**src/rtl/mem_port_arbiter.sv**
```systemverilog
// Two-port arbiter sharing one MFA/MFC memory handshake between instruction fetch (port 0)
// and data load/store (port 1), with round-robin fairness and an MFC timeout abort.
module mem_port_arbiter #(
  parameter int AW      = 8,
  parameter int DW      = 32,
  parameter int TIMEOUT = 64
) (
  input  logic          Clk,
  input  logic          Reset,
  input  logic          REQ0,
  input  logic          REQ1,
  input  logic [AW-1:0] ADD0,
  input  logic [AW-1:0] ADD1,
  input  logic          RW0,
  input  logic          RW1,
  input  logic          WB0,
  input  logic          WB1,
  input  logic [DW-1:0] WDAT0,
  input  logic [DW-1:0] WDAT1,
  output logic          ACK0,
  output logic          ACK1,
  output logic          ERR,
  output logic [DW-1:0] RDAT,
  output logic          MFA,
  output logic [AW-1:0] MEMADD,
  output logic          READ_WRITE,
  output logic          WORD_BYTE,
  output logic [DW-1:0] MEMDAT_OUT,
  input  logic          MFC,
  input  logic [DW-1:0] MEMDAT
);

  localparam int TW = (TIMEOUT > 2) ? $clog2(TIMEOUT) : 1;
  localparam logic [TW-1:0] TIMER_LAST = TW'(TIMEOUT - 1);

  typedef enum logic [1:0] {
    IDLE,
    ACCESS,
    DONE
  } state_t;

  state_t        state;
  logic [TW-1:0] timer;
  logic          last_grant;
  logic          owner;
  logic          winner;
  logic          grant_ok;
  logic          owner_req;

  // A grant waits until the memory has released MFC from the previous cycle.
  always_comb begin
    grant_ok  = (REQ0 | REQ1) & ~MFC;
    winner    = (REQ0 & REQ1) ? ~last_grant : REQ1;
    owner_req = owner ? REQ1 : REQ0;
  end

  always_ff @(posedge Clk or negedge Reset) begin
    if (!Reset) begin
      state      <= IDLE;
      timer      <= '0;
      last_grant <= 1'b1;
      owner      <= 1'b0;
      ACK0       <= 1'b0;
      ACK1       <= 1'b0;
      ERR        <= 1'b0;
      RDAT       <= '0;
      MFA        <= 1'b0;
      MEMADD     <= '0;
      READ_WRITE <= 1'b1;
      WORD_BYTE  <= 1'b1;
      MEMDAT_OUT <= '0;
    end else begin
      case (state)
        IDLE: begin
          if (grant_ok) begin
            owner      <= winner;
            last_grant <= winner;
            MEMADD     <= winner ? ADD1  : ADD0;
            READ_WRITE <= winner ? RW1   : RW0;
            WORD_BYTE  <= winner ? WB1   : WB0;
            MEMDAT_OUT <= winner ? WDAT1 : WDAT0;
            MFA        <= 1'b1;
            timer      <= '0;
            state      <= ACCESS;
          end
        end
        // MFC is checked before the timer so a completion on the expiry cycle is not an error.
        ACCESS: begin
          if (MFC) begin
            MFA   <= 1'b0;
            ERR   <= 1'b0;
            ACK0  <= ~owner;
            ACK1  <= owner;
            state <= DONE;
            if (READ_WRITE) begin
              RDAT <= MEMDAT;
            end
          end else if (timer == TIMER_LAST) begin
            MFA   <= 1'b0;
            ERR   <= 1'b1;
            ACK0  <= ~owner;
            ACK1  <= owner;
            state <= DONE;
          end else begin
            timer <= timer + TW'(1);
          end
        end
        DONE: begin
          if (!owner_req && !MFC) begin
            ACK0  <= 1'b0;
            ACK1  <= 1'b0;
            ERR   <= 1'b0;
            state <= IDLE;
          end
        end
        default: state <= IDLE;
      endcase
    end
  end

endmodule
```
**config.mk**
```make
export PLATFORM = sky130hd
export DESIGN_NAME = mem_port_arbiter
export DESIGN_NICKNAME = d
export VERILOG_FILES = /design/src/rtl/mem_port_arbiter.sv
export SDC_FILE = /design/constraint.sdc
export NUM_CORES = 1
export LEC_CHECK = 0
export CAP_MARGIN = 20
export CORE_MARGIN = 1
export CORE_UTILIZATION = 40
export CTS_BUF_LIST = sky130_fd_sc_hd__clkbuf_16
export DETAILED_ROUTE_END_ITERATION = 8
export PLACE_DENSITY = 0.92
export SLEW_MARGIN = 20
export SYNTH_ARGS = -nofsm -noshare
export SYNTH_HDL_FRONTEND = slang
export SYNTH_SLANG_ARGS = --single-unit
```
**constraint.sdc**
```tcl
create_clock -name Clk -period 1.6 [get_ports Clk]
set_input_delay 0.48 -clock Clk [delete_from_list [all_inputs] [get_ports Clk]]
set_output_delay 0.48 -clock Clk [all_outputs]
set_load 0.01 [all_outputs]
```
Yosys cells after proc, flatten, opt, wreduce, memory -nomap -nowiden
Index checks and enable logic that the tools add are counted.
{"block": "word_totals", "ff_bits": 88, "latch_bits": 0, "mem_bits_rw": 0, "romBits": 0, "in_bits": 121, "output_inout_bits": 78, "n_memories": 0}
{"block": "classes", "n_addsub": 1, "mul": 0, "div": 0, "magnitude_cmp": 0, "n_eq_ne": 8, "shift": 0, "mux": 29, "bitwise_logic": 6, "n_reduce_logical": 12}
{"operator": "32-bit 2-to-1 mux", "count": 1}
{"operator": "6-bit 2-to-1 mux", "count": 3}
{"operator": "1-bit 2-to-1 mux", "count": 14}
{"operator": "6-bit case mux with 2 select lines", "count": 1}
{"operator": "3-bit AND reduction", "count": 4}
{"operator": "2-bit 2-to-1 mux", "count": 4}
{"operator": "8-bit 2-to-1 mux", "count": 1}
{"operator": "2-bit inequality test (second input constant)", "count": 4}
{"operator": "1-bit case mux with 2 select lines", "count": 4}
{"operator": "6-bit by 1-bit adder with 6-bit output (second input constant)", "count": 1}
{"operator": "6-bit == test (second input constant)", "count": 1}
{"operator": "2-bit case mux with 3 select lines", "count": 1}
{"operator": "4-bit AND reduction", "count": 1}
{"operator": "2-bit nonzero test", "count": 2}
{"operator": "3-bit inequality test (second input constant)", "count": 1}
{"operator": "1-bit inverter", "count": 3}
{"operator": "1-bit bitwise AND", "count": 2}
{"operator": "2-bit by 1-bit == test with 1-bit output (second input constant)", "count": 1}
{"operator": "2-bit == test (second input constant)", "count": 1}
{"operator": "1-bit zero test", "count": 2}
{"operator": "2-bit zero test", "count": 1}
{"operator": "2-bit AND reduction", "count": 1}
{"operator": "1-bit logical AND", "count": 1}
{"operator": "1-bit OR", "count": 1}

Longest topological paths before layout
Gate-level depths: netlist of run 1.
{"block": "depth", "word_depth": 5, "depth_mapped": 6}

Worst setup path before layout of run 1
OpenSTA, ideal clock, no wires.
{"block": "synth_path", "path_type": "input to register", "startpoint": "input MFC", "endpoint": "register timer[3]", "setup_time_ns": 0.124, "t_arrival_ns": 1.382, "required_ns": 1.476, "path_slack_ns": 0.094, "stages": 5, "cell_sequence": "buf_2 > nor4_1 > buf_2 > nor2_1 > a211o_1"}
{"block": "synth_between", "elab_chain_len": 4, "word_cells_on_any_way": 5, "cone_classes": "eq/ne (2); bitwise (2); reduce/logical (1)"}
{"item": "start, declared", "line": "29", "source": "input logic MFC,"}
{"item": "1-bit inverter", "line": "52", "source": "grant_ok = (REQ0 | REQ1) & ~MFC;"}
{"item": "1-bit bitwise AND", "line": "52"}
{"item": "2-bit inequality test (no source line)"}
{"item": "4-bit AND reduction (no source line) *"}
{"item": "end signal, assigned", "line": "105", "source": "timer <= timer + TW'(1);"}
{"item": "end, declared", "line": "43", "source": "logic [TW-1:0] timer;"}
Every way passes the cells marked *; elsewhere a longest branch is shown, timed or not.
A chain may end at the register's enable or synchronous reset.

Worst setup path after layout of run 1
{"block": "layout_path", "startpoint": "register timer[0]", "endpoint": "register timer[0]"}
{"block": "layout_between", "elab_chain_len": 4, "word_cells_on_any_way": 7, "cone_classes": "add/sub (1); eq/ne (2); mux (3); reduce/logical (1)"}
{"item": "6-bit by 1-bit adder with 6-bit output", "line": "105"}
{"item": "6-bit 2-to-1 mux", "line": "98", "source": "end else if (timer == TIMER_LAST) begin"}
{"item": "6-bit 2-to-1 mux", "line": "89", "source": "if (MFC) begin"}
{"item": "6-bit case mux with 2 select lines", "line": "73", "source": "case (state)"}
Several ways; a longest one is shown, not always the timed one. The select of a mux whose other input is x is not followed.

==> metrics.txt, run 1 <==
DRC errors left 0; clock share of power 0.186; count of hold-fix buffers inserted at cts 0; cell count after synthesis approximately 320; Max Fclk 651 MHz; final worst path period need 1.53 ns; Worst-path clk slew around 0.070 ns; Comb power frac 0.434; total power about 10 mW; Crit Path Max Fanout 4; CTS buffer count 9; global-route wire length before repair ~16 mm; fin crit share 0.959; Tot GR Track Use 0.215; PwrDens about 1600 nW/um^2; hold slack 0.168 ns; DR WL met2 5.66 mm; Slew @ Worst Pin roughly 0.46 ns; Clock Latency Late Sink 0.33 ns; Worst setup SP type flip-flop; DR top layer met4; fin util 0.695; final hold vios 0; Setup crit end kind flip-flop; htree depth 3; Seq/Total Area, Yosys 0.581; Syn Area/Cell 11.8 sq um; Final Max Slew Viols 0; wire per inst 15.9 um; met3 WL approximately 600 um; row count 35; Nets between 600 and 700; grt ovf 0; syn nets 444; die span in y slightly below 100 um; WP data required 1.81 ns; Via density 4.98; clk buf depth 2; Synthesis Warnings 0; core area 9200 sq um; Initial Util 0.413; CTS tree yes; number of port buffers 198; Root Buffer clkbuf_16; layout cell share with drive strength beyond 1 0.169; sw power 3.48 mW; GPL Wtd Cong 0.806; DRT Pass-1 Iters 4; DP Cell Count 643; CTS sink cnt 88; setup total negative slack 0 ns; Switching Fraction 0.339; slew margin rel. 0.693; RSZ-0062 raised after global routing no; register area 2210 sq um; status complete, no violations; internal power roughly 6.8 mW; Peak VDD IR between 0.7 and 0.8 mV; clock skew roughly 0.010 ns; Netlist cell types 28; Ports 199; n_diodes 0; vias in the first global route 3,449; Die X about 100 um; Antenna Violating Nets Remaining 0; Setup-failing EPs final 0; FILL cells 673; Leakage 2.88 nW; area delta synth->final 68.2%; HP Class in -> async; M1 wire length 4.11 mm; crit path DAT around 1.7 ns; Cell Area, Synth 3800 sq um; largest net degree at the start of global routing 89; part of the power in registers 0.380; initial antenna violation count 0; Max-cap violations 0; Total Wirelength 10.5 mm; via count ~3.3k; multi-input logic area 1490 sq um; Iter 0 DRT Violations 60; FF+latch count, synth between 80 and 90; DPL Wire Length 7.78 mm; final std cells w/o fill 662; critical path class reg -> reg; die area 9890 sq um
==> critical path: stages, from the launching register on <==
cell     delay [ns]
dfrtp_1        0.38
ha_1           0.20
nand3_1        0.14
o211a_1        0.30
buf_4          0.15
mux2_2         0.25
==> power groups by stage <==
| stage | clock [mW] | sequential [mW] | combinational, mW |
|---|---|---|---|
| detailed placement | 0 | 3.94 | 5.03 |
| CTS | 1.94 | 3.89 | 4.50 |
| finish | 1.91 | 3.90 | 4.46 |
| global placement | 0 | 3.90 | 4.86 |
| floorplan | 0 | 4.34 | 1.65 |
| global route | 2.04 | 4.03 | 4.81 |
==> sequential cells by signal, summed over array words and instances (netlist names) <==
register	flops
ACK0	1
ACK1	1
ERR	1
MEMADD	8
MEMDAT_OUT	32
MFA	1
RDAT	32
READ_WRITE	1
WORD_BYTE	1
last_grant	1
owner	1
state	2
timer	6
==> area by class of cell <==
class	count	share of cell area
tap	111	0.0217
sequential	88	0.346
multi-input combinational	209	0.233
inverter	6	0.00353
timing repair buffer	232	0.354
clock buffer	9	0.0353
clock inverter	7	0.00744
==> cells in the mapped netlist <==
master     instances  area (sq um)
dfrtp_1           85          2130
nor2_1            48           180
a21oi_1           46           230
mux2i_1           46           460
mux2_2            31           349
buf_2             12          60.1
nand2_1           12          45.0
buf_4              7          52.6
inv_1              6          22.5
dfstp_2            3          78.8
nand3_1            3          15.0
o21ai_0            3          15.0
mux2_1             2          22.5
nor3_1             2          10.0
nor4_1             2          12.5
o2bb2ai_1          2          17.5
a211o_1            1          8.76
a21boi_0           1          7.51
a221oi_1           1          8.76
and2b_1            1          7.51
and3_1             1          6.26
ha_1               1          12.5
nand2b_1           1          6.26
nand3_2            1          10.0
o211a_1            1          10.0
o21a_1             1          7.51
o22ai_1            1          6.26
o31ai_1            1          7.51
==> cells by family (layout without fill, tap and decap cells) <==
group           Yosys count  in the layout  synth area share
flops                    88             88             0.581
mux                      79             79             0.219
simple gates             71             71            0.0771
compound gates           58             58            0.0840
buf+inv                  25            254            0.0356
fa+ha+maj                 1              1           0.00329
==> cells in the final DEF (no fill, tap or decap), drive strengths merged <==
cell and count:
and2b 1, a21boi 1, dfstp 3, clkdlybuf4s50 116, a221oi 1, o21a 1, clkbuf 11, bufbuf 2
nor2 48, o211a 1, o31ai 1, ha 1, nand2b 1, and3 1, o21ai 3, dlymetal6s2s 1
clkinv 2, o22ai 1, dfrtp 85, inv 7, o2bb2ai 2, nor4 2, a211o 1, mux2 33
nand3 4, buf 33, mux2i 46, dlygate4sd2 78, clkinvlp 4, nor3 2, a21oi 46, nand2 12
==> stage by stage <==
step,instance area [sq um],worst slack [ns]
floorplan,3800,0.0940
global placement,6130,-0.368
detailed placement,6130,-0.424
CTS,6380,0.00107
global route,6390,0.00159
finish,6390,0.0651
==> metal layers <==
| layer | GRT usage | vias up |
|---|---|---|
| met3 | 0.0415 | 13 |
| met4 | 0.0803 | 0 |
| li1 | - | 1566 |
| met5 | 0 | - |
| met1 | 0.245 | 1589 |
| met2 | 0.400 | 127 |
==> final timing paths <==
kind,start,end,slack (ns),cells past startpoint
max,timer[0]$_DFFE_PN0P_,timer[0]$_DFFE_PN0P_,0.07,5
min,Reset,RDAT[15]$_DFFE_PN0P_,0.17,2
max reg2reg,timer[0]$_DFFE_PN0P_,timer[0]$_DFFE_PN0P_,0.07,5
min reg2reg,RDAT[0]$_DFFE_PN0P_,RDAT[0]$_DFFE_PN0P_,0.49,1
max in group asynchronous,Reset,WORD_BYTE$_DFFE_PN1P_,1.04,2
min in group Clk,RDAT[0]$_DFFE_PN0P_,RDAT[0]$_DFFE_PN0P_,0.49,1
==> what timing repair did <==
| item | CTS | global route |
|---|---|---|
| setup endpoints to repair | 116 | 31 |
| buffers inserted | 1 | 0 |
| pin swaps | 1 | 1 |
| gates resized for setup | 82 | 9 |
| gates cloned | 2 | 0 |
(Power assumes the default switching activity.)
==> inputs of run 2 (changes only) <==
- SETUP_SLACK_MARGIN: not set -> 0.1
==> run 2 against run 1 <==
Die area did not move. Highest routed layer unchanged. Critical endpoint is now RDAT[9]. Setup slack improved by 0.058 ns. Cell area rose by 1.0%. Utilization is 0.71 points higher. Final cell count is 0.76% lower. Combinational power increased by 4%.
==> metrics.txt, run 2 (synthesis gave the netlist of run 1 again) <==
PwrDens 1630 nW/um^2 (+1.5%); CP delay by family, top flip-flops; cell chain of the critical path dlygate4sd2_1; row count 35 (unchanged); Root Buffer clkbuf_16; crit path DAT 1.00 ns (-0.74 ns); Max stage delay on crit path 0.39 ns (about the same); Nets 663 (-0.75%); n_diodes 0 (unchanged); clock skew 0.00797 ns (-0.00238 ns); HP Class in -> async; die span in y 99.4 um (unchanged); CP max-delay cell dfrtp_1; number of port buffers 198 (unchanged); Slew @ Worst Pin 0.246 ns (-0.215 ns); Setup crit end kind output pin; DPL Wire Length 7.31 mm (-6.1%); grt ovf 0 (unchanged); vias in the first global route 3,459 (+0.29%); final worst setup slack 0.123 ns (+0.0582 ns); DRC errors left 0 (unchanged); fin util 0.702 (+0.00707); slew margin rel. 0.831 (+0.138); FILL cells 691 (+2.7%); Initial Util 0.413 (unchanged); Iter 0 DRT Violations 54 (-10%); CTS buffer count 9 (unchanged); most common cell after layout, fill and taps aside clkdlybuf4s50_1; layout cell share with drive strength beyond 1 0.161 (-0.00761); fin crit share 0.923 (-0.0364); GPL Wtd Cong 0.798 (-1.1%); clk buf depth 2 (unchanged); multi-input logic area 1520 sq um (+2.0%); Crit Path Max Fanout 2 (-2); biggest regs MEMDAT_OUT: 32 flops, RDAT: 32 flops, MEMADD: 8 flops; final hold vios 0 (unchanged); core area 9200 sq um (unchanged); wire per inst 15.3 um (-3.8%); global-route wire length before repair 16.1 mm (-1.7%); status complete, no violations; Die X 99.4 um (unchanged); Worst setup SP type flip-flop; die area 9890 sq um (unchanged); Via density 4.89 (-1.7%); register area 2210 sq um (about the same); area delta synth->final 69.9%; Worst-path clk slew 0.06 ns (about the same); Tot GR Track Use 0.205 (-0.0103); DRT Pass-1 Iters 4 (unchanged); via count 3,214 (-2.5%); final worst path period need 1.48 ns (-0.0582 ns); Peak VDD IR 0.712 mV (-3.6%); count of hold-fix buffers inserted at cts 0 (unchanged); Max Fclk 677 MHz (+3.9%); initial antenna violation count 0 (unchanged); Setup-failing EPs final 0 (unchanged); total power 10.5 mW (+2.6%); Max-cap violations 0 (unchanged); largest net degree at the start of global routing 52 (-42%); CTS sink cnt 88 (unchanged); Leakage 2.86 nW (-1.0%); Ports 199 (unchanged); dpl ws -0.476 ns (-0.0520 ns); RSZ-0062 raised after global routing no; critical path class reg -> out; Buf/Inv on CP 1 (unchanged); commonest non-fill, non-tap cells in the layout clkdlybuf4s50_1 (116), dfrtp_1 (84), nor2_1 (47), mux2i_1 (46), a21oi_1 (46); Final Max Slew Viols 0 (unchanged); htree depth 3 (unchanged); Clock Latency Late Sink 0.33 ns (about the same); CTS tree yes; Antenna Violating Nets Remaining 0 (unchanged); WP data required 1.12 ns (-0.69 ns); Total Wirelength 10.0 mm (-4.5%)
-- run 2: final cells by class --
class                           instances  share of cell area
Tap cell                              111              0.0215
Timing Repair Buffer                  227               0.354
Multi-Input combinational cell        209               0.235
Sequential cell                        88               0.342
Clock buffer                            9              0.0349
Inverter                                6             0.00349
Clock inverter                          7             0.00931
-- run 2: path summary, 6_finish.rpt --
path                                          endpoint  slack, ns                  from  cells past startpoint
worst max-delay path                           RDAT[9]       0.12   RDAT[9]$_DFFE_PN0P_                      1
worst min-delay path                  ACK0$_DFFE_PN0P_       0.12                 Reset                      2
worst max register to register    RDAT[30]$_DFFE_PN0P_       0.14  state[1]$_DFFE_PN0P_                      4
worst min register to register    RDAT[12]$_DFFE_PN0P_       0.50  RDAT[12]$_DFFE_PN0P_                      1
max in group asynchronous       READ_WRITE$_DFFE_PN1P_       1.17                 Reset                      2
min in group Clk                  RDAT[12]$_DFFE_PN0P_       0.50  RDAT[12]$_DFFE_PN0P_                      1
-- run 2: report_power, final --
group	total (mW)	switching, mW	internal (mW)
clock network	1.99	0.808	1.19
logic	4.63	2.07	2.56
registers	3.91	0.597	3.31
total	10.5	3.47	7.06
-- run 2: stage by stage --
step / hold slack, ns / instances / instance area (sq um) / setup TNS (ns)
2_1_floorplan: 0.184 / 322 / 3800 / 0
3_3_place_gp: 0.467 / 633 / 6060 / -24.87
3_5_place_dp: 0.470 / 633 / 6060 / -29.63
4_1_cts: 0.124 / 652 / 6300 / 0
5_1_grt: 0.140 / 657 / 6450 / 0
6_report: 0.122 / 657 / 6450 / 0
-- run 2: routing by layer --
layer | vias to the layer above | GRT usage | share of wire
li1 | 1559 | - | -
met1 | 1539 | 0.247 | 0.40
met2 | 104 | 0.373 | 0.53
met3 | 12 | 0.0365 | 0.052
met4 | 0 | 0.0645 | 0.012
met5 | - | 0 | 0
-- run 2: what timing repair did --
item	CTS	global route
buffers inserted	2	3
gates cloned	1	2
pin swaps	1	2
endpoints found under the setup margin	162	105
gates resized for setup	94	46
